File: src/rtl/rect_drawer.sv
// Rectangle rasteriser: accepts one rectangle request and streams its pixels to the VGA adapter.
// Define RECT_DRAWER_CLIP_EN to suppress off-screen pixels; otherwise coordinates wrap.
module rect_drawer #(
  parameter int X_W      = 9,
  parameter int Y_W      = 8,
  parameter int COLOR_W  = 3,
  parameter int SCREEN_W = 160,
  parameter int SCREEN_H = 120
) (
  input  logic               clock,
  input  logic               reset_n,
  output logic               s_ready,
  input  logic               s_valid,
  input  logic [X_W-1:0]     in_x,
  input  logic [Y_W-1:0]     in_y,
  input  logic [X_W-1:0]     in_w,
  input  logic [Y_W-1:0]     in_h,
  input  logic [COLOR_W-1:0] in_color,
  input  logic               in_outline,
  output logic [X_W-1:0]     vga_x,
  output logic [Y_W-1:0]     vga_y,
  output logic [COLOR_W-1:0] colour,
  output logic               plot,
  input  logic               vga_ready,
  output logic               done
);

  localparam logic [1:0] IDLE = 2'd0;
  localparam logic [1:0] DRAW = 2'd1;
  localparam logic [1:0] DONE = 2'd2;

`ifdef RECT_DRAWER_CLIP_EN
  localparam logic CLIP_EN = 1'b1;
`else
  localparam logic CLIP_EN = 1'b0;
`endif

  localparam logic [X_W:0]   SCR_W = (X_W+1)'(SCREEN_W);
  localparam logic [Y_W:0]   SCR_H = (Y_W+1)'(SCREEN_H);
  localparam logic [X_W-1:0] X_ONE = X_W'(1);
  localparam logic [Y_W-1:0] Y_ONE = Y_W'(1);

  logic [1:0]         state_q, state_d;
  logic [X_W-1:0]     x_q, x_d, w_q, w_d, col_q, col_d;
  logic [Y_W-1:0]     y_q, y_d, h_q, h_d, row_q, row_d;
  logic [COLOR_W-1:0] color_q, color_d;
  logic               outline_q, outline_d;

  logic [X_W:0] px;
  logic [Y_W:0] py;
  logic         on_screen, visible, col_last, row_last, is_edge, emit, advance;

  // One extra bit so positions past the right/bottom edge never alias back on-screen.
  assign px        = {1'b0, x_q} + {1'b0, col_q};
  assign py        = {1'b0, y_q} + {1'b0, row_q};
  assign on_screen = (px < SCR_W) && (py < SCR_H);
  assign visible   = on_screen || !CLIP_EN;

  assign col_last = (col_q == w_q - X_ONE);
  assign row_last = (row_q == h_q - Y_ONE);
  assign is_edge  = (col_q == '0) || col_last || (row_q == '0) || row_last;

  // Hidden positions skip ahead every cycle; plotted ones wait for the adapter.
  assign emit    = (state_q == DRAW) && visible && (!outline_q || is_edge);
  assign advance = (state_q == DRAW) && (!emit || vga_ready);

  always_comb begin
    state_d   = state_q;
    x_d       = x_q;
    y_d       = y_q;
    w_d       = w_q;
    h_d       = h_q;
    color_d   = color_q;
    outline_d = outline_q;
    col_d     = col_q;
    row_d     = row_q;
    case (state_q)
      IDLE: begin
        if (s_valid) begin
          x_d       = in_x;
          y_d       = in_y;
          w_d       = in_w;
          h_d       = in_h;
          color_d   = in_color;
          outline_d = in_outline;
          col_d     = '0;
          row_d     = '0;
          state_d   = ((in_w == '0) || (in_h == '0)) ? DONE : DRAW;
        end
      end
      DRAW: begin
        if (advance) begin
          if (col_last) begin
            col_d = '0;
            row_d = row_q + Y_ONE;
          end else begin
            col_d = col_q + X_ONE;
          end
          if (col_last && row_last) begin
            state_d = DONE;
          end
        end
      end
      DONE:    state_d = IDLE;
      default: state_d = IDLE;
    endcase
  end

  always_ff @(posedge clock) begin
    if (!reset_n) begin
      state_q   <= IDLE;
      x_q       <= '0;
      y_q       <= '0;
      w_q       <= '0;
      h_q       <= '0;
      color_q   <= '0;
      outline_q <= 1'b0;
      col_q     <= '0;
      row_q     <= '0;
    end else begin
      state_q   <= state_d;
      x_q       <= x_d;
      y_q       <= y_d;
      w_q       <= w_d;
      h_q       <= h_d;
      color_q   <= color_d;
      outline_q <= outline_d;
      col_q     <= col_d;
      row_q     <= row_d;
    end
  end

  assign s_ready = (state_q == IDLE);
  assign done    = (state_q == DONE);
  assign plot    = emit;
  assign vga_x   = px[X_W-1:0];
  assign vga_y   = py[Y_W-1:0];
  assign colour  = color_q;

endmodule

File: config.mk
export PLATFORM = sky130hd
export DESIGN_NAME = rect_drawer
export DESIGN_NICKNAME = d
export VERILOG_FILES = /design/src/rtl/rect_drawer.sv
export SDC_FILE = /design/constraint.sdc
export NUM_CORES = 1
export LEC_CHECK = 0
export CAP_MARGIN = 20
export CORE_MARGIN = 2
export CORE_UTILIZATION = 41
export CTS_CLUSTER_SIZE = 12
export DETAILED_ROUTE_END_ITERATION = 16
export PLACE_DENSITY = 0.7
export SLEW_MARGIN = 20
export SYNTH_ARGS = -nofsm -noshare
export SYNTH_HDL_FRONTEND = slang
export SYNTH_SLANG_ARGS = --single-unit
export TNS_END_PERCENT = 5
File: constraint.sdc
create_clock -name clock -period 3.2 [get_ports clock]
set_clock_uncertainty 0.05 [all_clocks]
set_input_delay 0.32 -clock clock [delete_from_list [all_inputs] [get_ports clock]]
set_output_delay 0.32 -clock clock [all_outputs]
set_load 0.1 [all_outputs]
==> flow_summary.toml <==
[outcome]
status = "completed"

[drt]
ant_nets = 0
drt-total-wl_um = 9500
dr_total_vias = 3528
drc = 0
dr.pass1.iters = 4
drt-initial-drc-count = 172
routed_via_density = 5.48
wl_per_cell_um = 14.8

[placement]
io_buffers = 64
dp_slack_ns = 0.196
dp_hpwl_um = 7050
placed_area_sq_um = 4530
place_congestion = 0.852

[clock_network]
numCtsBuffers = 9
clkSlewWorstSetupHoldPaths_ns = 0.06
root_buffer = "clkbuf_8"
insertion_delay_ns = 0.34
cts_tree = "built"
cts.path.max_buffers = 2
clock-sinks = 57
htree_levels = 3
hold_buffers = 0

[power]
power.total_mw = 2.19
pwr-share-comb = 0.292
p_sw_mw = 0.749
p_clk_frac = 0.344
p_int_mw = 1.44
cellPowerDensity_nw_per_um2 = 459
switching_share = 0.342
peakVddDrop_mv = 0.278
pwr-share-seq = 0.364
p_leak_nw = 1.91

[layout]
fin_nets = 593
areaGrowthSynthToFinish_pct = 24.2
n_fill_cell = 889
drive_gt1_frac = 0.120
final_area_sq_um = 4780
n_antenna_cell = 0
area.sequential_sq_um = 1140
multi_input_area_sq_um = 2470

[sta]
period_needed_ns = 3.03
max_slew_margin = 0.350
max_freq_mhz = 330
report.final.slew_viol_count = 0
hold_viol = 0
finalSetupViolations = 0
tns_ns = 0
layout_setup_ws_ns = 0.172
tightest_slew_ns = 0.972
whs_ns = 0.414
finalCritPeriodShare = 0.946
rsz0062_at_grt = "no"

[synthesis]
netlist_top_cells_area = "dfxtp_1, nand2_1, a21boi_0"
synthesis.nets = 539
ys_seq_elements = 57
async_flop_share = 0
yosysSeqAreaShare = 0.296
yosysUniqueCellTypes = 74
netlist_area_sq_um = 3850
syn_avg_cell_area_sq_um = 8.12
synth_area_leader_cell = "dfxtp_1"
syn_inst = 474
synth_edf_count = 0
ys_warn_count = 0
synth.most_common_cell = "nand2_1"
synthTopCellsByCount = "nand2_1, dfxtp_1, a21boi_0"
synth_top_area_frac = 0.296
synth_ff_type = "dfxtp_1"

[worst_setup_path]
end_kind = "output pin"
cp.required_ns = 2.83
cp-start-kind = "flip-flop"
critPathMaxFanout = 8
critPathMaxStageDelay_ns = 0.39
cp_num_buf_inv = 2
critPathKind = "flip-flop to output pin"
timing.rr.start = "w_q[1]"
cp-startpoint = "w_q[1]"
crit_arrival_ns = 2.66
cp_slowest_cell = "or4_1"
cp_cell_sequence = "inv_1, ha_2, or3b_1, or4_1, and4_4, a21oi_4, a211oi_1, nor2_2, buf_12"
crit_family = "simple AND/OR/NAND/NOR gates"

[floorplan]
rows = 35
start_util = 0.419
coreArea_sq_um = 9200
dieArea_sq_um = 10200
die_w_um = 101
die_h_um = 101
ios = 65

[grt]
antenna_found_initial = 0
grt_max_degree = 39
grt_pass1_vias = 3397
grt_first_pass_wirelength_um = 15800
track_usage = 0.195
grt_overflow = 0

[min_path]
worstHoldPathType = "flip-flop to flip-flop"
worstHoldStart = "colour[2]"

[flow_run]
drv_cap = 0
[power groups by stage]
stage	clock, mW	combinational, mW	sequential (mW)
2_1_floorplan	0	0.453	0.813
5_1_grt	0.809	0.691	0.804
6_report	0.754	0.641	0.797
3_5_place_dp	0	0.633	0.812
4_1_cts	0.771	0.635	0.796
3_3_place_gp	0	0.622	0.810
[layout make-up]
| cell class | instances | share of cell area |
|---|---|---|
| clock buffer | 11 | 0.0296 |
| clock inverter | 5 | 0.0165 |
| inverter | 24 | 0.0188 |
| multi-input combinational | 366 | 0.516 |
| sequential | 57 | 0.239 |
| tap | 111 | 0.0290 |
| timing repair buffer | 70 | 0.151 |
[worst min-delay path, delay by kind of cell, from the launching register on]
kind,cells,cell delay (ns)
simple gates,1,0.05
flops,1,0.31
compound gates,1,0.06
[state kept, by name, summed over array words and instances (netlist names)]
name	flops
state_q	2
h_q	8
y_q	8
w_q	9
outline_q	1
col_q	9
x_q	9
colour	3
row_q	8
[cells by family (layout without fill, tap and decap cells)]
group                    count (synthesis)  after routing  share of synthesized area
AND/OR/NAND/NOR                        189            189                      0.243
AO/OA/AOI/OAI                          117            117                      0.227
flip-flops                              57             57                      0.296
buffers and inverters                   51            110                     0.0705
XOR/XNOR                                35             35                     0.0796
adder cells (fa/ha/maj)                 23             23                     0.0786
multiplexers                             2              2                    0.00520
[metal layers]
metal / vias up / wire, um / track usage
met5: - / 0 / 0
met3: 12 / 462 / 0.0513
li1: 1765 / - / -
met4: 0 / 231 / 0.0686
met1: 1654 / 4330 / 0.238
met2: 97 / 4480 / 0.332
[path summary, 6_finish.rpt]
check | cells past startpoint | end | slack [ns]
hold / removal | 2 | colour[2] | 0.41
setup reg to reg | 9 | col_q[8] | 0.22
setup / recovery | 9 | plot | 0.17
hold reg to reg | 2 | colour[2] | 0.41
[through the flow]
step,cells,util
floorplan,474,-
global placement,628,0.493
detailed placement,628,0.493
CTS,644,0.517
global route,644,0.520
finish,644,0.520
[repair_timing]
action / 4_1_cts / 5_1_grt
setup buffers: 0 / 0
gates resized for setup: 0 / 6
endpoints found under the hold margin: 0 / 0
endpoints found under the setup margin: 0 / 2
[layout by cell type (no fill, tap or decap), drive strengths merged, types with 3 or more instances in the layout]
cell type and n:
inv 24, a21o 5, nor2 18, nor4 8
nand3 13, xnor2 24, o21bai 5, a21boi 39
or2 3, a221o 3, or4 5, a32o 3
and3 7, and2 3, buf 26, a32oi 4
nand4 3, ha 21, nor3 8, or3b 3
or3 6, nand2b 3, clkdlybuf4s50 44, nand2 98
nor4b 3, o211ai 6, clkbuf 11, xor2 11
a22o 3, a21oi 22, a211oi 4, o21ai 9
dfxtp 57, clkinv 3
Note: power is estimated with default switching activity, not from simulation.
